File: config.mk
export PLATFORM = sky130hd
export DESIGN_NAME = float_div_core
export DESIGN_NICKNAME = d
export VERILOG_FILES = /design/src/rtl/float_div_core.sv
export SDC_FILE = /design/constraint.sdc
export NUM_CORES = 1
export LEC_CHECK = 0
export CAP_MARGIN = 40
export CELL_PAD_IN_SITES_DETAIL_PLACEMENT = 0
export CELL_PAD_IN_SITES_GLOBAL_PLACEMENT = 1
export CORE_MARGIN = 2
export CORE_UTILIZATION = 47
export CTS_CLUSTER_SIZE = 20
export DETAILED_ROUTE_END_ITERATION = 12
export GPL_TIMING_DRIVEN = 1
export MAX_ROUTING_LAYER = met4
export PLACE_DENSITY_LB_ADDON = 0.1
export SLEW_MARGIN = 10
export SYNTH_ARGS = -nofsm -noshare
export SYNTH_HDL_FRONTEND = slang
export SYNTH_SLANG_ARGS = --single-unit
File: constraint.sdc
create_clock -name clk -period 17.3 [get_ports clk]
set_input_delay 4.325 -clock clk [delete_from_list [all_inputs] [get_ports clk]]
set_output_delay 4.325 -clock clk [all_outputs]
set_load 0.01 [all_outputs]
File: src/rtl/float_div_core.sv
// Iterative radix-2 restoring divider for IEEE-754 binary32 (a / b).
// Special operands resolve to a packed result; everything else yields an unrounded quotient.
module float_div_core #(
    parameter int ITER = 25
) (
    input  logic        clk,
    input  logic        reset,
    input  logic        clear,
    input  logic        start,
    input  logic [2:0]  rm_in,
    input  logic [31:0] a,
    input  logic [31:0] b,
    output logic        busy,
    output logic        valid,
    output logic [2:0]  rm,
    output logic [23:0] man,
    output logic [9:0]  Exp,
    output logic        sgn,
    output logic        round_bit,
    output logic        sticky_bit,
    output logic        IV,
    output logic        DZ,
    output logic        final_res
);

    typedef enum logic [1:0] {IDLE, PREP, DIV, OUT} state_t;

    state_t              state_reg, state_next;
    logic [31:0]         a_reg, b_reg;
    logic [2:0]          rm_reg;
    logic [23:0]         mb_reg;
    logic [25:0]         rem_reg;
    logic [ITER-1:0]     q_reg;
    logic [4:0]          cnt_reg;
    logic signed [9:0]   e_reg;
    logic                fin_reg, iv_reg, dz_reg, sgn_reg;
    logic [23:0]         fman_reg;
    logic [7:0]          fexp_reg;

    function automatic logic [4:0] clz24(input logic [23:0] v);
        logic [4:0] n;
        n = 5'd24;
        for (int i = 0; i < 24; i++) begin
            if (v[i]) n = 5'(23 - i);
        end
        return n;
    endfunction

    logic [31:0]       op [2];
    logic [1:0]        is_zero, is_inf, is_nan, is_snan;
    logic [23:0]       m_norm [2];
    logic signed [9:0] e_norm [2];

    assign op[0] = a_reg;
    assign op[1] = b_reg;

    generate
        for (genvar gi = 0; gi < 2; gi++) begin : g_unpack
            logic [7:0]  bexp;
            logic [22:0] frac;
            logic [23:0] mant;
            logic [4:0]  lz;
            assign bexp = op[gi][30:23];
            assign frac = op[gi][22:0];
            assign mant = {(bexp != 8'd0), frac};
            assign lz   = clz24(mant);
            assign is_zero[gi] = (bexp == 8'd0) && (frac == 23'd0);
            assign is_inf[gi]  = (bexp == 8'hFF) && (frac == 23'd0);
            assign is_nan[gi]  = (bexp == 8'hFF) && (frac != 23'd0);
            assign is_snan[gi] = is_nan[gi] && !frac[22];
            // Denormals are shifted up so the hidden bit is always set
            assign m_norm[gi] = mant << lz;
            assign e_norm[gi] = $signed({2'b00, (bexp == 8'd0) ? 8'd1 : bexp})
                              - 10'sd127 - $signed({5'b00000, lz});
        end
    endgenerate

    logic              special, sp_iv, sp_dz, sp_sgn;
    logic [7:0]        sp_exp;
    logic [23:0]       sp_man;
    logic signed [9:0] e_diff;
    logic              ma_lt;
    logic              q_bit;
    logic [25:0]       rem_after, rem_shift;

    always_comb begin
        special = 1'b1;
        sp_iv   = 1'b0;
        sp_dz   = 1'b0;
        sp_sgn  = a_reg[31] ^ b_reg[31];
        sp_exp  = 8'hFF;
        sp_man  = 24'd0;
        if (|is_nan) begin
            sp_iv  = |is_snan;
            sp_sgn = 1'b0;
            sp_man = 24'h400000;
        end else if ((&is_inf) || (&is_zero)) begin
            sp_iv  = 1'b1;
            sp_sgn = 1'b0;
            sp_man = 24'h400000;
        end else if (is_inf[0]) begin
            sp_exp = 8'hFF;
        end else if (is_zero[1]) begin
            sp_dz  = 1'b1;
        end else if (is_inf[1] || is_zero[0]) begin
            sp_exp = 8'h00;
        end else begin
            special = 1'b0;
        end
    end

    assign e_diff    = e_norm[0] - e_norm[1];
    assign ma_lt     = m_norm[0] < m_norm[1];
    assign q_bit     = rem_reg >= {2'b00, mb_reg};
    assign rem_after = q_bit ? (rem_reg - {2'b00, mb_reg}) : rem_reg;
    assign rem_shift = rem_after << 1;

    always_comb begin
        state_next = state_reg;
        case (state_reg)
            IDLE: if (start && !valid) state_next = PREP;
            PREP: state_next = special ? OUT : DIV;
            DIV:  if (cnt_reg == 5'd0) state_next = OUT;
            OUT:  state_next = IDLE;
            default: state_next = IDLE;
        endcase
    end

    always_ff @(posedge clk) begin
        if (!reset || clear) state_reg <= IDLE;
        else                 state_reg <= state_next;
    end

    always_ff @(posedge clk) begin
        if (!reset || clear) begin
            a_reg <= '0; b_reg <= '0; rm_reg <= '0;
            mb_reg <= '0; rem_reg <= '0; q_reg <= '0; cnt_reg <= '0; e_reg <= '0;
            fin_reg <= 1'b0; iv_reg <= 1'b0; dz_reg <= 1'b0; sgn_reg <= 1'b0;
            fman_reg <= '0; fexp_reg <= '0;
            busy <= 1'b0; valid <= 1'b0; rm <= '0; man <= '0; Exp <= '0; sgn <= 1'b0;
            round_bit <= 1'b0; sticky_bit <= 1'b0; IV <= 1'b0; DZ <= 1'b0; final_res <= 1'b0;
        end else begin
            valid <= 1'b0;
            case (state_reg)
                IDLE: begin
                    // The valid cycle still belongs to the previous operation
                    if (start && !valid) begin
                        a_reg  <= a;
                        b_reg  <= b;
                        rm_reg <= rm_in;
                        busy   <= 1'b1;
                    end
                end
                PREP: begin
                    fin_reg  <= special;
                    iv_reg   <= sp_iv;
                    dz_reg   <= sp_dz;
                    sgn_reg  <= sp_sgn;
                    fman_reg <= sp_man;
                    fexp_reg <= sp_exp;
                    mb_reg   <= m_norm[1];
                    rem_reg  <= ma_lt ? {1'b0, m_norm[0], 1'b0} : {2'b00, m_norm[0]};
                    e_reg    <= ma_lt ? e_diff - 10'sd1 : e_diff;
                    cnt_reg  <= 5'(ITER - 1);
                    q_reg    <= '0;
                end
                DIV: begin
                    q_reg   <= {q_reg[ITER-2:0], q_bit};
                    rem_reg <= rem_shift;
                    cnt_reg <= cnt_reg - 5'd1;
                end
                OUT: begin
                    valid <= 1'b1;
                    busy  <= 1'b0;
                    rm    <= rm_reg;
                    sgn   <= sgn_reg;
                    if (fin_reg) begin
                        man        <= fman_reg;
                        Exp        <= {2'b00, fexp_reg};
                        round_bit  <= 1'b0;
                        sticky_bit <= 1'b0;
                        IV         <= iv_reg;
                        DZ         <= dz_reg;
                        final_res  <= 1'b1;
                    end else begin
                        man        <= q_reg[24:1];
                        Exp        <= e_reg;
                        round_bit  <= q_reg[0];
                        sticky_bit <= |rem_reg;
                        IV         <= 1'b0;
                        DZ         <= 1'b0;
                        final_res  <= 1'b0;
                    end
                end
                default: ;
            endcase
        end
    end

endmodule

Word level (Yosys, flattened, before mapping) --
Cells that the tools add are included.
Word-level totals: register bits 240, bits in latches 0, memory bits (writable) 0, ROM bits 0, memories 0
Operators by class: $add $sub $neg 8, multipliers 0, div/mod/pow operators 0, $lt $le $gt $ge 2, equal/unequal tests 7, shift-type cells 2, mux-type cells 90, bitwise gates (word level) 1, reductions and logical operators 36
Operator list (number):
- two-way mux 5 bit | 45
- two-way mux 8 bit | 7
- one-hot mux 26 bit (2 select lines) | 1
- two-way mux 25 bit | 2
- one-hot mux 25 bit (2 select lines) | 1
- left shift 24 x 5 -> 24 bit | 2
- logical NOT 23 bit | 2
- two-way mux 23 bit | 2
- nonzero test 23 bit | 2
- >= comparator 26 x 24 -> 1 bit | 1
- OR reduction 26 bit | 1
- subtractor 25 x 24 -> 25 bit | 1
- less-than comparator 24 bit | 1
- two-way mux 24 bit | 1
- two-way mux 1 bit | 21
- two-way mux 10 bit | 2
- subtractor 9 x 6 -> 10 bit | 2
- subtractor 8 x 7 -> 9 bit (second input constant) | 2
- == test 8 bit (second input constant) | 2
- logical NOT 8 bit | 2
- nonzero test 8 bit | 2
- two-way mux 4 bit | 3
- one-hot mux 5 bit (2 select lines) | 1
- AND reduction 2 bit | 5
- other kinds (17) | 35

Depth between registers and ports, before layout --
Gate-level depths: netlist of the first run.
word-level depth 28, depth in mapped cells 24

Least setup slack after synthesis of the first run --
Ideal clock, no wire load.
kind register -> register, start point register b_reg[28], end point register e_reg[9], arrival time 5641 ps, required time 17214 ps, path slack 11573 ps, stages on the path, launching flop included 23, cell sequence dfxtp_1 > or4_1 > nor3_1 > o311a_1 > a21oi_1 > clkbuf_1 > clkbuf_1 > mux2i_1 > mux2i_1 > mux2i_1 > nor2_1 > a21oi_1 > ha_1 > a2111oi_0 > o21ai_0 > a31o_2 > a211oi_1 > o31a_1 > o31ai_1 > nor4_1 > nor4b_1 > xnor3_1 > a211oi_1
On the way: longest elaborated chain between the ends 7, elaborated cells on any way between the ends 11, those cells by class add/sub: 4; order compare: 1; shift: 1; mux: 3; reduce/logical: 2
Ends and longest elaborated chain:
- start, declared | line 29 | logic [31:0] a_reg, b_reg;
- start signal, assigned | line 136 | a_reg <= '0; b_reg <= '0; rm_reg <= '0;
- start signal, assigned | line 149 | b_reg <= b;
- logical NOT 8 bit | line 73 | assign e_norm[gi] = $signed({2'b00, (bexp == 8'd0) ? 8'd1 : bexp})
- two-way mux 8 bit | line 73
- subtractor 8 x 7 -> 9 bit | line 74 | - 10'sd127 - $signed({5'b00000, lz});
- subtractor 9 x 6 -> 10 bit | line 74
- subtractor 10 bit | line 112 | assign e_diff = e_norm[0] - e_norm[1];
- subtractor 10 x 2 -> 10 bit | line 163 | e_reg <= ma_lt ? e_diff - 10'sd1 : e_diff;
- two-way mux 10 bit (*) | line 163
- end signal, assigned | line 163
- end, declared | line 35 | logic signed [9:0] e_reg;
Mark *: on every way between the ends. The rest lies on a longest branch, timed or not. A chain may end at the register's enable or synchronous reset.

Worst setup path after layout of the first run --
start point register a_reg[27], end point register e_reg[9]
On the way: longest elaborated chain between the ends 7, elaborated cells on any way between the ends 11, those cells by class add/sub: 4; order compare: 1; shift: 1; mux: 3; reduce/logical: 2
Ends and longest elaborated chain:
- start, declared | line 29
- start signal, assigned | line 136
- start signal, assigned | line 148 | a_reg <= a;
- logical NOT 8 bit | line 73
- two-way mux 8 bit | line 73
- subtractor 8 x 7 -> 9 bit | line 74
- subtractor 9 x 6 -> 10 bit | line 74
- subtractor 10 bit | line 112
- subtractor 10 x 2 -> 10 bit | line 163
- two-way mux 10 bit (*) | line 163
Marks and branches as above.

==> results of run 1 <==
power groups by stage:
stage | Clock [mW] | Combinational, mW | Sequential (mW)
floorplan | 0 | 0.534 | 0.513
global placement | 0 | 0.722 | 0.519
detailed placement | 0 | 0.737 | 0.519
CTS | 0.510 | 0.741 | 0.509
global route | 0.530 | 0.819 | 0.510
finish | 0.498 | 0.748 | 0.509
metal layers:
metal	GRT usage, %	vias up
met5	-	-
met4	8.54	0
met3	3.79	75
met2	41.3	431
met1	38.5	6226
li1	-	6606
final cells by class:
cell class / count / area (um2) / area share [%]
timing repair buffer: 138 / 1370 / 8.51
inverter: 88 / 330 / 2.05
clock inverter: 5 / 61.3 / 0.380
clock buffer: 34 / 708 / 4.39
sequential: 210 / 4200 / 26.1
multi-input combinational: 1424 / 8960 / 55.6
tap: 384 / 480 / 2.98
worst register-to-register path: stages, from the launching register on:
cell       delay [ns]
dfxtp_1          0.34
or4_4            0.57
or2_0            0.47
a211oi_4         0.54
nand2_4          0.31
inv_1            0.38
a21oi_1          0.16
mux2_2           0.29
mux2i_1          0.23
a21oi_1          0.18
inv_1            0.12
ha_1             0.25
a2111oi_0        0.34
o21ai_0          0.15
a31o_2           0.27
a211oi_1         0.25
o31a_1           0.19
o31ai_2          0.07
buf_4            0.21
nor4_1           0.58
nor4b_1          0.39
xnor3_1          0.37
a211oi_1         0.22
worst paths after layout:
path	to	depth (start not counted)	startpoint	slack [ns]
max reg2reg	e_reg[9]	22	a_reg[27]	10.31
min reg2reg	rm_reg[1]	2	rm_reg[1]	0.46
min	rm_reg[1]	2	rm_reg[1]	0.46
max	e_reg[9]	22	a_reg[27]	10.31
kinds of logic after synthesis:
| group | Yosys count | share of synthesized area (%) |
|---|---|---|
| flops | 210 | 30.2 |
| simple gates | 650 | 21.1 |
| buf+inv | 202 | 5.59 |
| mux | 108 | 7.98 |
| compound gates | 535 | 23.9 |
| xor+xnor | 47 | 3.06 |
| fa+ha+maj | 84 | 8.15 |
cells in the final DEF (no fill, tap or decap), types with 11 or more instances in the layout:
| cell type | instances |
|---|---|
| o21ai_0 | 94 |
| clkdlybuf4s50_1 | 115 |
| nor3_1 | 32 |
| dfxtp_1 | 210 |
| nand2b_1 | 16 |
| mux2_2 | 15 |
| xor2_1 | 19 |
| o211ai_1 | 12 |
| a22oi_1 | 34 |
| a211oi_1 | 31 |
| ha_1 | 71 |
| xnor2_1 | 27 |
| inv_1 | 83 |
| fa_1 | 11 |
| buf_4 | 20 |
| nor2_1 | 189 |
| nand3_1 | 30 |
| nand4_1 | 13 |
| or3_1 | 12 |
| and2_1 | 12 |
| mux2i_1 | 91 |
| nor2b_1 | 34 |
| o21a_1 | 13 |
| a31oi_1 | 19 |
| clkbuf_16 | 24 |
| a21o_1 | 16 |
| nor4_1 | 22 |
| and3_1 | 12 |
| a21oi_1 | 225 |
| nand2_1 | 250 |
==> impl_metrics.ini, run 1 <==
[setup_path]
cp_top_family = compound AO/OA/AOI/OAI gates
cp_slowest_cell = or4_4
cp.arrival_ns = 7.43
crit_chain = or4_4 -> or2_0 -> a211oi_4 -> nand2_4 -> inv_1 -> a21oi_1 -> mux2_2 -> mux2i_1 -> a21oi_1 -> inv_1 -> ha_1 -> a2111oi_0 -> o21ai_0 -> a31o_2 -> a211oi_1 -> o31a_1 -> o31ai_2 -> buf_4 -> nor4_1 -> nor4b_1 -> xnor3_1 -> a211oi_1
critPathBufInv = 3
slowest_delay_ns = 0.57
path_max_fanout = 25
crit_type = flip-flop to flip-flop
end_kind = flip-flop
cp.required_ns = 17.74
startpoint_type = flip-flop

[synthesis]
ys_top_cells_by_count = nand2_1, a21oi_1, dfxtp_1, nor2_1, clkbuf_1
async_flop_share_pct = 0
synthDominantCellAreaShare_pct = 30.2
synth_area_mm2 = 0.0139
synth.distinct_cells = 79
synth.most_common_cell = nand2_1
synth_area_leaders = dfxtp_1, a21oi_1, nand2_1, ha_1, mux2i_1
syn_avg_cell_area_um2 = 7.57
ys_ff_latch = 210
syn_inst = 1836
synth_top_cell_by_area = dfxtp_1
synth_flop_cell = dfxtp_1
yosysSeqAreaShare_pct = 30.2
ys_warn_count = 0
syn_nets = 1991
synth_edf_count = 0

[flow_run]
maxCapViolCount = 0

[floorplan]
fp-row-count = 62
die_x_um = 176
die_area_mm2 = 0.0310
die_y_um = 176
pin_count = 116
core_area_mm2 = 0.0289
initial_core_util_pct = 48.0

[clock_tree]
cts_tree = built
clock_path_buffers = 3
clkLatencyLatePin_ns = 0.54
post_cts_buffers = 0
cts_resized = 0
h-tree-depth = 1
postCtsHoldBufs = 0
cts_made_buffers = 24
clk_pin_slew_worst_paths_ns = 0.06
clkSinkCount = 210
cts-root-buf = clkbuf_16

[timing]
setup_violations = 0
setup_slack_ns = 10.31
rsz0062_at_grt = no
max-slew-margin-rel_pct = 46.5
period_share_pct = 40.4
fmax_ghz = 0.143
slew_violations = 0
hold_ws_ns = 0.456
finalSetupTns_ns = 0
finalHoldViolations = 0
fin_crit_ns = 6.99
tightest_slew_ns = 0.802
fin_skew_ns = 0.0146

[power_and_ir_drop]
peakVddDrop_uv = 68.3
power_switching_mw = 0.677
leakagePower_nw = 6.26
seqPwrFrac_pct = 29.0
swShare_pct = 38.6
p_per_area_mw_per_mm2 = 109
intPower_mw = 1.08
clkPwrFrac_pct = 28.4
p_total_mw = 1.76
pwr-share-comb_pct = 42.6

[placed_design]
post_dp_cell_area_mm2 = 0.0153
hpwl_um = 31300
post-place-ws_ns = 10.21
portBuffers = 115
routabilityCongestion = 0.958
dp_cells = 2244

[layout]
nets = 2041
final_area_mm2 = 0.0161
syn2layout_area_growth_pct = 15.9
antenna_cells = 0
nFillCells = 2795
fin_cells = 2283
final_layout_size_suffix_gt1_share_pct = 5.58
final_util_pct = 55.7

[routing]
met3_length_um = 2780
vias = 13338
drt_iter0_markers = 1250
drc = 0
postRouteAntennaNets = 0
avgViaCountPerCell = 5.84
dr.max_layer_used = met4
drt_first_pass_iters = 5
route.met2.wl_um = 18300
routed_wl_um = 42000
met1_length_um = 19600
avgRoutedWirePerCell_um = 18.4

[global_route]
grt_max_degree = 71
grt_usage_pct = 27.5
overflow = 0
grt_pass1_wl_um = 67200
grt_pass1_vias = 12331
grt_antenna_before_repair = 0

[hold_path]
hold_class = flip-flop to flip-flop

[outcome]
run_status = completed
No activity file was read; power rests on OpenSTA's default activity.
==> run 2, diff against run 1 <==
- CORE_UTILIZATION: 47 -> 40
- clock period: 17.3 -> 6.4 ns (I/O delays scaled with it)
==> run 2 against run 1 <==
Global-route usage decreased by 2.2 points. Die area up 17%. Fmax increased by 16%. Highest routed layer unchanged. Critical path type unchanged. Flip-flop and latch count stayed put. Non-clock buffer count rose by 26. Hold slack improved by 0.0052 ns. Clock skew rose by 0.0076 ns. Core utilization down 7.8 points.
==> impl_metrics.ini, run 2 (synthesis gave the netlist of run 1 again) <==
[timing]
finalSetupTns_ns = 0
period_share_pct = 93.7
setup_violations = 0
slew_violations = 0
fin_skew_ns = 0.0223
fin_crit_ns = 6.00
fmax_ghz = 0.167
max-slew-margin-rel_pct = 38.1
setup_slack_ns = 0.401
rsz0062_at_grt = no
tightest_slew_ns = 0.921
finalHoldViolations = 0

[routing]
drt_first_pass_iters = 5
postRouteAntennaNets = 0
drt_iter0_markers = 987
drc = 0
avgViaCountPerCell = 5.57
avgRoutedWirePerCell_um = 18.8
vias = 13293
routed_wl_um = 45000

[placed_design]
post-place-ws_ns = 0.233
routabilityCongestion = 0.935
portBuffers = 115
hpwl_um = 34100

[power_and_ir_drop]
leakagePower_nw = 6.40
p_per_area_mw_per_mm2 = 297
peakVddDrop_uv = 206

[clock_tree]
clock_path_buffers = 3
postCtsHoldBufs = 0
cts_resized = 0
clk_pin_slew_worst_paths_ns = 0.06
cts_made_buffers = 24
cts_tree = built
post_cts_buffers = 0
clkSinkCount = 210
h-tree-depth = 1
clkLatencyLatePin_ns = 0.54
cts-root-buf = clkbuf_16

[global_route]
grt_pass1_vias = 12423
grt_antenna_before_repair = 2
grt_pass1_wl_um = 71100
grt_max_degree = 77
overflow = 0
grt_usage_pct = 25.3

[layout]
nets = 2067
seq_area_mm2 = 0.00420
final_common_cell = nand2_1
multi_input_area_mm2 = 0.00898
syn2layout_area_growth_pct = 18.3
final_layout_size_suffix_gt1_share_pct = 7.21
nFillCells = 3504
most-common-layout-cells = nand2_1, a21oi_1, dfxtp_1

[setup_path]
cp.required_ns = 6.83
path_max_fanout = 25
crit_chain = or4_4 -> or2_0 -> a211oi_4 -> nand2_4 -> a21oi_1 -> a22o_1 -> mux2i_1 -> a211oi_1 -> inv_1 -> ha_1 -> nand4_1 -> or4_1 -> o31ai_2 -> buf_4 -> nor3_1 -> a311oi_1 -> a21oi_1 -> a22o_1
cp.arrival_ns = 6.43
crit_type = flip-flop to flip-flop
cp_slowest_cell = a211oi_1
startpoint_type = flip-flop
end_kind = flip-flop
slowest_delay_ns = 0.73

[floorplan]
die_y_um = 190
die_area_mm2 = 0.0363
core_area_mm2 = 0.0344
fp-row-count = 68
initial_core_util_pct = 40.4
die_x_um = 190
pin_count = 116

[outcome]
run_status = completed

[hold_path]
hold_class = flip-flop to flip-flop

[flow_run]
maxCapViolCount = 0
run 2: cell type report:
class,instances,area share [%]
diodes,2,0.0304
clock buffers,33,4.28
clock inverters,10,0.738
inverters,88,2.01
multi-input cells,1424,54.6
flip-flops and latches,210,25.6
well taps,455,3.46
repair buffers,164,9.32
run 2: worst max-delay path, delay by kind of cell, from the launching register on:
family / cells / cell delay [ns]
compound gates: 8 / 2.64
fa+ha+maj: 1 / 0.34
buf+inv: 2 / 0.44
flops: 1 / 0.36
mux: 1 / 0.16
simple gates: 6 / 1.93
run 2: path summary, 6_finish.rpt:
kind              from    endpoint  depth (start not counted)  slack [ns]
max reg2reg  a_reg[23]  rem_reg[4]                         18        0.40
min          rm_reg[2]   rm_reg[2]                          2        0.46
min reg2reg  rm_reg[2]   rm_reg[2]                          2        0.46
max          a_reg[23]  rem_reg[4]                         18        0.40
run 2: metrics by stage:
stage | cell area (um2) | hold WS [ns] | power [mW] | cells | util [%]
floorplan | 13900 | 0.436 | 2.83 | 1836 | -
global placement | 15600 | 0.444 | 3.46 | 2338 | 45.3
detailed placement | 15600 | 0.453 | 3.47 | 2341 | 45.4
CTS | 16400 | 0.463 | 4.91 | 2384 | 47.8
global route | 16500 | 0.491 | 5.18 | 2386 | 47.9
finish | 16500 | 0.462 | 4.89 | 2386 | 47.9
run 2: per-layer routing:
layer	vias up	share of wire (%)	wire length (um)	global-route usage, %
li1	6677	-	-	-
met1	6239	48	21600	35.1
met2	328	45	20300	39.3
met3	49	5.1	2310	3.64
met4	0	1.8	814	5.19
met5	-	0	0	-
run 2: power breakdown:
part,internal [mW],switching [mW]
combinational,0.809,1.28
sequential,1.34,0.0369
clock,0.852,0.578
total,3.00,1.89
